===== src/rtl/pin_lock_ctrl.sv =====
// rtl/pin_lock_ctrl.sv - PIN entry lock: set code twice, unlock by matching code.
// Optional macro PIN_LOCK_LOCKOUT_EN adds fail counting and timed lockout.
module pin_lock_ctrl #(
   parameter int DIGITS = 4,
   parameter int MAX_ATTEMPTS = 3,
   parameter int LOCKOUT_CYCLES = 1000,
   localparam int COUNTER_WIDTH = $clog2(DIGITS + 1)
) (
   input  logic                     clock,
   input  logic                     reset,
   input  logic                     key_valid,
   input  logic [3:0]               key_digit,
   output logic                     locked,
   output logic                     error,
   output logic                     lockout,
   output logic [COUNTER_WIDTH-1:0] digits_entered,
   output logic [2:0]               state
);

   localparam int BW = DIGITS * 4;

   typedef enum logic [2:0] {
      SET1         = 3'd0,
      SET2         = 3'd1,
      SET_CHECK    = 3'd2,
      LOCKED       = 3'd3,
      UNLOCK_CHECK = 3'd4,
      LOCKOUT      = 3'd5
   } state_t;

   state_t                   cur, nxt;
   logic [BW-1:0]            entry_q, entry_d, first_q, first_d, code_q, code_d;
   logic [BW-1:0]            shifted;
   logic [COUNTER_WIDTH-1:0] cnt_q, cnt_d;
   logic                     locked_q, locked_d, error_q, error_d;
   logic                     is_digit, last_digit;

`ifdef PIN_LOCK_LOCKOUT_EN
   localparam int TW = $clog2(LOCKOUT_CYCLES);
   logic [3:0]    fail_q, fail_d, fail_inc;
   logic [TW-1:0] timer_q, timer_d;
`endif

   assign is_digit   = (key_digit <= 4'd9);
   assign last_digit = (cnt_q == COUNTER_WIDTH'(DIGITS - 1));
   assign shifted    = {entry_q[BW-5:0], key_digit};

   always_comb begin
      nxt      = cur;
      entry_d  = entry_q;
      first_d  = first_q;
      code_d   = code_q;
      cnt_d    = cnt_q;
      locked_d = locked_q;
      error_d  = 1'b0;
`ifdef PIN_LOCK_LOCKOUT_EN
      fail_d   = fail_q;
      timer_d  = timer_q;
      fail_inc = (fail_q == 4'hF) ? fail_q : fail_q + 4'd1;
`endif
      case (cur)
         SET1, SET2, LOCKED: begin
            if (key_valid) begin
               if (is_digit) begin
                  entry_d = shifted;
                  cnt_d   = cnt_q + 1'b1;
                  if (last_digit) begin
                     cnt_d = '0;
                     if (cur == SET1) begin
                        first_d = shifted;
                        entry_d = '0;
                        nxt     = SET2;
                     end else if (cur == SET2) begin
                        nxt = SET_CHECK;
                     end else begin
                        nxt = UNLOCK_CHECK;
                     end
                  end
               end else begin
                  // Clear request: abandon the current entry; a half-done confirm restarts setup.
                  entry_d = '0;
                  cnt_d   = '0;
                  error_d = 1'b1;
                  if (cur == SET2) nxt = SET1;
               end
            end
         end
         SET_CHECK: begin
            cnt_d   = '0;
            entry_d = '0;
            if (entry_q == first_q) begin
               code_d   = entry_q;
               locked_d = 1'b1;
               nxt      = LOCKED;
            end else begin
               error_d = 1'b1;
               nxt     = SET1;
            end
         end
         UNLOCK_CHECK: begin
            cnt_d   = '0;
            entry_d = '0;
            if (entry_q == code_q) begin
               locked_d = 1'b0;
`ifdef PIN_LOCK_LOCKOUT_EN
               fail_d   = '0;
`endif
               nxt      = SET1;
            end else begin
               error_d = 1'b1;
               nxt     = LOCKED;
`ifdef PIN_LOCK_LOCKOUT_EN
               fail_d  = fail_inc;
               if (fail_inc == 4'(MAX_ATTEMPTS)) begin
                  timer_d = '0;
                  nxt     = LOCKOUT;
               end
`endif
            end
         end
         LOCKOUT: begin
            cnt_d = '0;
`ifdef PIN_LOCK_LOCKOUT_EN
            locked_d = 1'b1;
            if (timer_q == TW'(LOCKOUT_CYCLES - 1)) begin
               timer_d = '0;
               fail_d  = '0;
               nxt     = LOCKED;
            end else begin
               timer_d = timer_q + 1'b1;
            end
`else
            nxt = LOCKED;
`endif
         end
         default: begin
            cnt_d   = '0;
            entry_d = '0;
            nxt     = SET1;
         end
      endcase
   end

   always_ff @(posedge clock or negedge reset) begin
      if (!reset) begin
         cur      <= SET1;
         entry_q  <= '0;
         first_q  <= '0;
         code_q   <= '0;
         cnt_q    <= '0;
         locked_q <= 1'b0;
         error_q  <= 1'b0;
      end else begin
         cur      <= nxt;
         entry_q  <= entry_d;
         first_q  <= first_d;
         code_q   <= code_d;
         cnt_q    <= cnt_d;
         locked_q <= locked_d;
         error_q  <= error_d;
      end
   end

`ifdef PIN_LOCK_LOCKOUT_EN
   always_ff @(posedge clock or negedge reset) begin
      if (!reset) begin
         fail_q  <= '0;
         timer_q <= '0;
      end else begin
         fail_q  <= fail_d;
         timer_q <= timer_d;
      end
   end

   assign lockout = (cur == LOCKOUT);
`else
   assign lockout = 1'b0;
`endif

   assign locked         = locked_q;
   assign error          = error_q;
   assign digits_entered = cnt_q;
   assign state          = cur;

endmodule


===== config.mk =====
export PLATFORM = sky130hd
export DESIGN_NAME = pin_lock_ctrl
export DESIGN_NICKNAME = d
export VERILOG_FILES = /design/src/rtl/pin_lock_ctrl.sv
export SDC_FILE = /design/constraint.sdc
export NUM_CORES = 1
export LEC_CHECK = 0
export ABC_AREA = 1
export BUFFER_PORTS_ARGS = -buffer_cell sky130_fd_sc_hd__buf_4
export CAP_MARGIN = 20
export CELL_PAD_IN_SITES_DETAIL_PLACEMENT = 0
export CELL_PAD_IN_SITES_GLOBAL_PLACEMENT = 1
export CORE_AREA = 5 5 81 91
export CTS_CLUSTER_DIAMETER = 150
export DETAILED_ROUTE_END_ITERATION = 6
export DIE_AREA = 0 0 86 96
export PLACE_DENSITY = 0.9
export SLEW_MARGIN = 30
export SYNTH_ARGS = -nofsm -noshare
export SYNTH_HDL_FRONTEND = slang
export SYNTH_SLANG_ARGS = --single-unit

===== constraint.sdc =====
create_clock -name clock -period 3.7 [get_ports clock]
set_input_delay 0.185 -clock clock [delete_from_list [all_inputs] [get_ports clock]]
set_output_delay 0.185 -clock clock [all_outputs]
set_load 0.01 [all_outputs]

## Word level (Yosys, flattened, before mapping)

Index checks and enable logic that the tools add are counted.

| operators by class | value |
|---|---|
| div/mod/pow operators | 0 |
| bitwise gates (word level) | 1 |
| eq/ne operators | 13 |
| add/subtract/negate cells | 1 |
| shifts and indexed selects | 0 |
| reductions and logical operators | 8 |
| $lt $le $gt $ge | 1 |
| $mul | 0 |
| multiplexer cells | 26 |

Operator list:

| operator | count |
|---|---|
| $mux 16 | 4 |
| $eq 16x16->1 | 2 |
| $pmux 16 s2 | 1 |
| $mux 3 | 10 |
| $pmux 3 s4 | 1 |
| $eq 3x2->1 const B | 3 |
| $eq 3x3->1 const B | 2 |
| $mux 1 | 6 |
| $ne 2x2->1 const B | 3 |
| $ne 3x3->1 const B | 2 |
| $reduce_and 3->1 | 2 |
| $reduce_and 5->1 | 1 |
| $le 4x4->1 const B | 1 |
| $mux 2 | 2 |
| $reduce_and 2->1 | 2 |
| $add 3x1->3 const B | 1 |
| $eq 3x1->1 const B | 1 |
| $logic_not 3->1 | 1 |
| $pmux 1 s3 | 1 |
| $reduce_or 3->1 | 1 |
| $pmux 1 s2 | 1 |
| $reduce_bool 2->1 | 1 |
| $not 1->1 | 1 |

| word-level totals | value |
|---|---|
| input port bits | 7 |
| memories kept | 0 |
| memory bits (read-only) | 0 |
| latch bits | 0 |
| bits in registers | 56 |
| logic and storage cells | 57 |
| memory bits (writable) | 0 |

## Logic depth before layout (Yosys ltp)

| depth | value |
|---|---|
| depth in word-level cells | 7 |
| mapped depth | 11 |
| mapped depth without buffers | 11 |

## Worst setup path after synthesis

OpenSTA, ideal clock, no wires.

| timing path | value |
|---|---|
| path kind | reg-to-reg |
| start | register cur[0] (netlist: state[0]) |
| end | register entry_q[10] |
| slack | 2341 ps |
| arrival time | 1263 ps |
| stages on the path, launching flop included | 11 |
| path buffers | 1 |
| cell sequence | dfrtp_1 -> inv_2 -> nand2_2 -> nand2_4 -> inv_2 -> nand2_4 -> nand2_4 -> inv_6 -> nand2_4 -> buf_6 -> o32ai_2 |

| on the way | value |
|---|---|
| word-level cells in the longest chain between the ends | 6 |
| elaborated cells between the ends (all ways) | 13 |
| those cells by class | 4 x eq/ne; 5 x mux; 1 x bitwise; 3 x reduce/logical |

Ends and longest elaborated chain:

| element | line | RTL |
|---|---|---|
| start: declaration | 31 | `state_t cur, nxt;` |
| start signal: assignment | 154 | `cur <= nxt;` |
| $logic_not 3->1 | 61, 69 |  |
| $mux 16 | 69 | `if (cur == SET1) begin` |
| $mux 16 | 67 | `if (last_digit) begin` |
| $mux 16 | 64 | `if (is_digit) begin` |
| $mux 16 | 63 | `if (key_valid) begin` |
| $pmux 16 s2 | 61 | `case (cur)` |
| end signal: assignment | 155 | `entry_q <= entry_d;` |
| end: declaration | 32 | `logic [BW-1:0] entry_q, entry_d, first_q, first_d, code_q, code_d;` |

Parallel ways exist; a longest one is shown, timed or not. The select of a mux whose other input is x is not followed.
A chain may end at the register's enable or synchronous reset.

## Worst setup path in the final report

| timing path | value |
|---|---|
| start | register cur[1] (netlist: state[1]) |
| end | register first_q[15] |

| on the way | value |
|---|---|
| word-level cells in the longest chain between the ends | 3 |
| elaborated cells between the ends (all ways) | 5 |
| those cells by class | 2 x eq/ne; 3 x reduce/logical |

Ends and longest elaborated chain:

| element | line | RTL |
|---|---|---|
| $eq 3x1->1 (tied with other cells) | 61 |  |
| $reduce_or 3->1 | 61 |  |
| $reduce_and 5->1 (no source line) * | -- |  |
| end signal: assignment | 156 | `first_q <= first_d;` |
| end: declaration | 32 |  |

Mark *: on every way between the ends. The rest lies on a longest branch, timed or not.

==> flow_summary.yaml <==
placed_design:
  place_congestion: 0.8103
  placed_cell_area_um2: 3151
  port_buffers: 14
  pre_cts_slack_ns: 1.713
  detailedPlacementHpwl_um: 3894
  dp_cells: 463
clock_network:
  root_buffer: "clkbuf_8"
  ctsHoldBuffers: 1
  cts_setup_buffers: 0
  htreeDepth: 2
  ctsLongestPathBuffers: 2
  cts.repair.resized: 0
  cts_tree: "yes"
  clkSinkCount: 56
  clkSlewWorstSetupHoldPaths_ns: 0.09
  clk_latency_ns: 0.30
  numCtsBuffers: 5
floorplan:
  core-area_um2: 6400
  start_util: 0.4733
  die_area_um2: 8256
  die_w_um: 86
  pin_count: 16
  num_rows: 31
  die_h_um: 96
layout:
  instances_no_fill: 471
  insertedDiodeCount: 0
  layout-drive-gt1-share: 0.1979
  fin_nets: 397
  post-route-cell-area_um2: 3238
  area_delta_synth_final_pct: 6.898
  final_cell_mix: "nand2_1 (147), dfrtp_1 (56), inv_1 (40)"
  fin_util: 0.5060
  layout_commonest_cell: "nand2_1"
synthesis:
  async_flop_share: 1.000
  syn-cell-area_um2: 3029
  yosys.cell_types.count: 31
  synthCells: 377
  ys_ff_latch: 56
  seq_area_frac_synth: 0.4626
  synth_edf_count: 0
  synth.avg_cell_area_um2: 8.035
  synth_ff_type: "dfrtp_1"
  synth.net_count: 385
  yosysWarnings: 0
sta:
  holdWs_ns: 0.1311
  fin_tns_setup_ns: 0
  finClkSkew_ns: 0.004520
  setup_ws_ns: 1.738
  rsz0062_at_grt: "no"
  finalCriticalPeriod_ns: 1.962
  post-route-period-util: 0.5303
  worstMarginPinSlew_ns: 0.7781
  max_slew_margin: 0.4800
  fmax_mhz: 509.7
  setup_viol: 0
  slew_viol_final: 0
  hold_violations: 0
critical_path:
  cp_cell_sequence: "nor2_1, inv_1, nor2_1, nand4_2, o21ai_0"
  critical-path-top-delay-family: "simple AND/OR/NAND/NOR gates"
  crit_buf_inv: 1
  crit_end: "first_q[15]"
  worst-path-stages: 5
  crit_arrival_ns: 2.17
  regToRegSetupSlack_ns: 1.74
  startpoint_type: "register"
  endpoint_kind: "register"
  rr_worst_depth: 5
  worstPathRequired_ns: 3.91
  cp_slowest_stage_delay_ns: 0.65
  startpoint: "state[1]"
  timing.rr.end: "first_q[15]"
  cp_common_cell: "nor2_1"
  worstSetupPathType: "reg2reg"
  slowest_stage: "nand4_2"
  reg2reg_from: "state[1]"
  critPathMaxFanout: 32
pwr:
  p_total_mw: 2.346
  p_leak_nw: 1.592
  powerDensity_nw_per_um2: 724.6
  ir_drop_uv: 330.0
global_route:
  grt_pass1_wl_um: 10260
  antenna_found_initial: 0
  grt_overflow_total: 0
  grt_max_degree: 57
  first_global_vias: 2193
  grt_use_total: 0.1562
detailed_routing:
  vias: 2271
  drt_iter0_markers: 183
  final_antenna_net_count: 0
  wirelength_um: 5765
  drc: 0
  first_pass_iters: 5
  vias_per_cell: 4.822
  wl_per_cell_um: 12.24
min_path:
  hp-class: "in2reg"
flow_run:
  drv_cap: 0
run_status:
  outcome: "finished, final reports clean"
cell type report:
type | instances | area (µm²)
Inverter | 59 | 226.5
Clock buffer | 6 | 72.57
Clock inverter | 1 | 5.005
Fill cell | 657 | 3162
Sequential cell | 56 | 1401
Timing Repair Buffer | 15 | 115.1
Tap cell | 82 | 102.6
Multi-Input combinational cell | 252 | 1315
cell families (layout without fill, tap and decap cells):
kind of cell / after synthesis / after routing / share of synthesized area
buffers and inverters: 69 / 81 / 0.1033
DFF: 56 / 56 / 0.4626
other: 1 / 1 / 0.001238
AOI/OAI and AO/OA: 56 / 56 / 0.1565
and+or+nand+nor: 192 / 192 / 0.2664
adders and majority gates: 1 / 1 / 0.004130
xor gates and xnor gates: 2 / 2 / 0.005784
flip-flops by register name, indices dropped and copies added (netlist names):
name            flops
state               3
code_q             16
first_q            16
locked              1
entry_q            16
error               1
digits_entered      3
where the power goes:
part	leakage [nW]	switching (mW)	internal, mW
combinational	0.793	0.679	0.395
sequential	0.758	0.155	0.801
clock	0.0410	0.188	0.129
Yosys cell counts, drive strengths merged (2+ instances only):
master,n,area share
xor2,2,0.0058
o21ai,35,0.078
a21oi,2,0.0033
o32ai,15,0.066
buf,9,0.027
nand2,155,0.21
nor2,30,0.043
dfrtp,56,0.46
nand3,5,0.012
inv,59,0.075
layer usage:
metal / routed length (µm) / GRT usage
met5: 0 / 0
met4: 65 / 0.04354
met3: 123 / 0.02312
met2: 2842 / 0.2706
met1: 2734 / 0.2034
worst min path at each step:
stage          cells past startpoint                 to       from
2_1_floorplan                      0          code_q[0]      reset
3_3_place_gp                       1  digits_entered[0]      reset
5_1_grt                            2  digits_entered[0]  key_valid
6_report                           2  digits_entered[0]  key_valid
3_5_place_dp                       1  digits_entered[1]      reset
4_1_cts                            2  digits_entered[0]  key_valid
No activity file was read; power rests on OpenSTA's default activity.
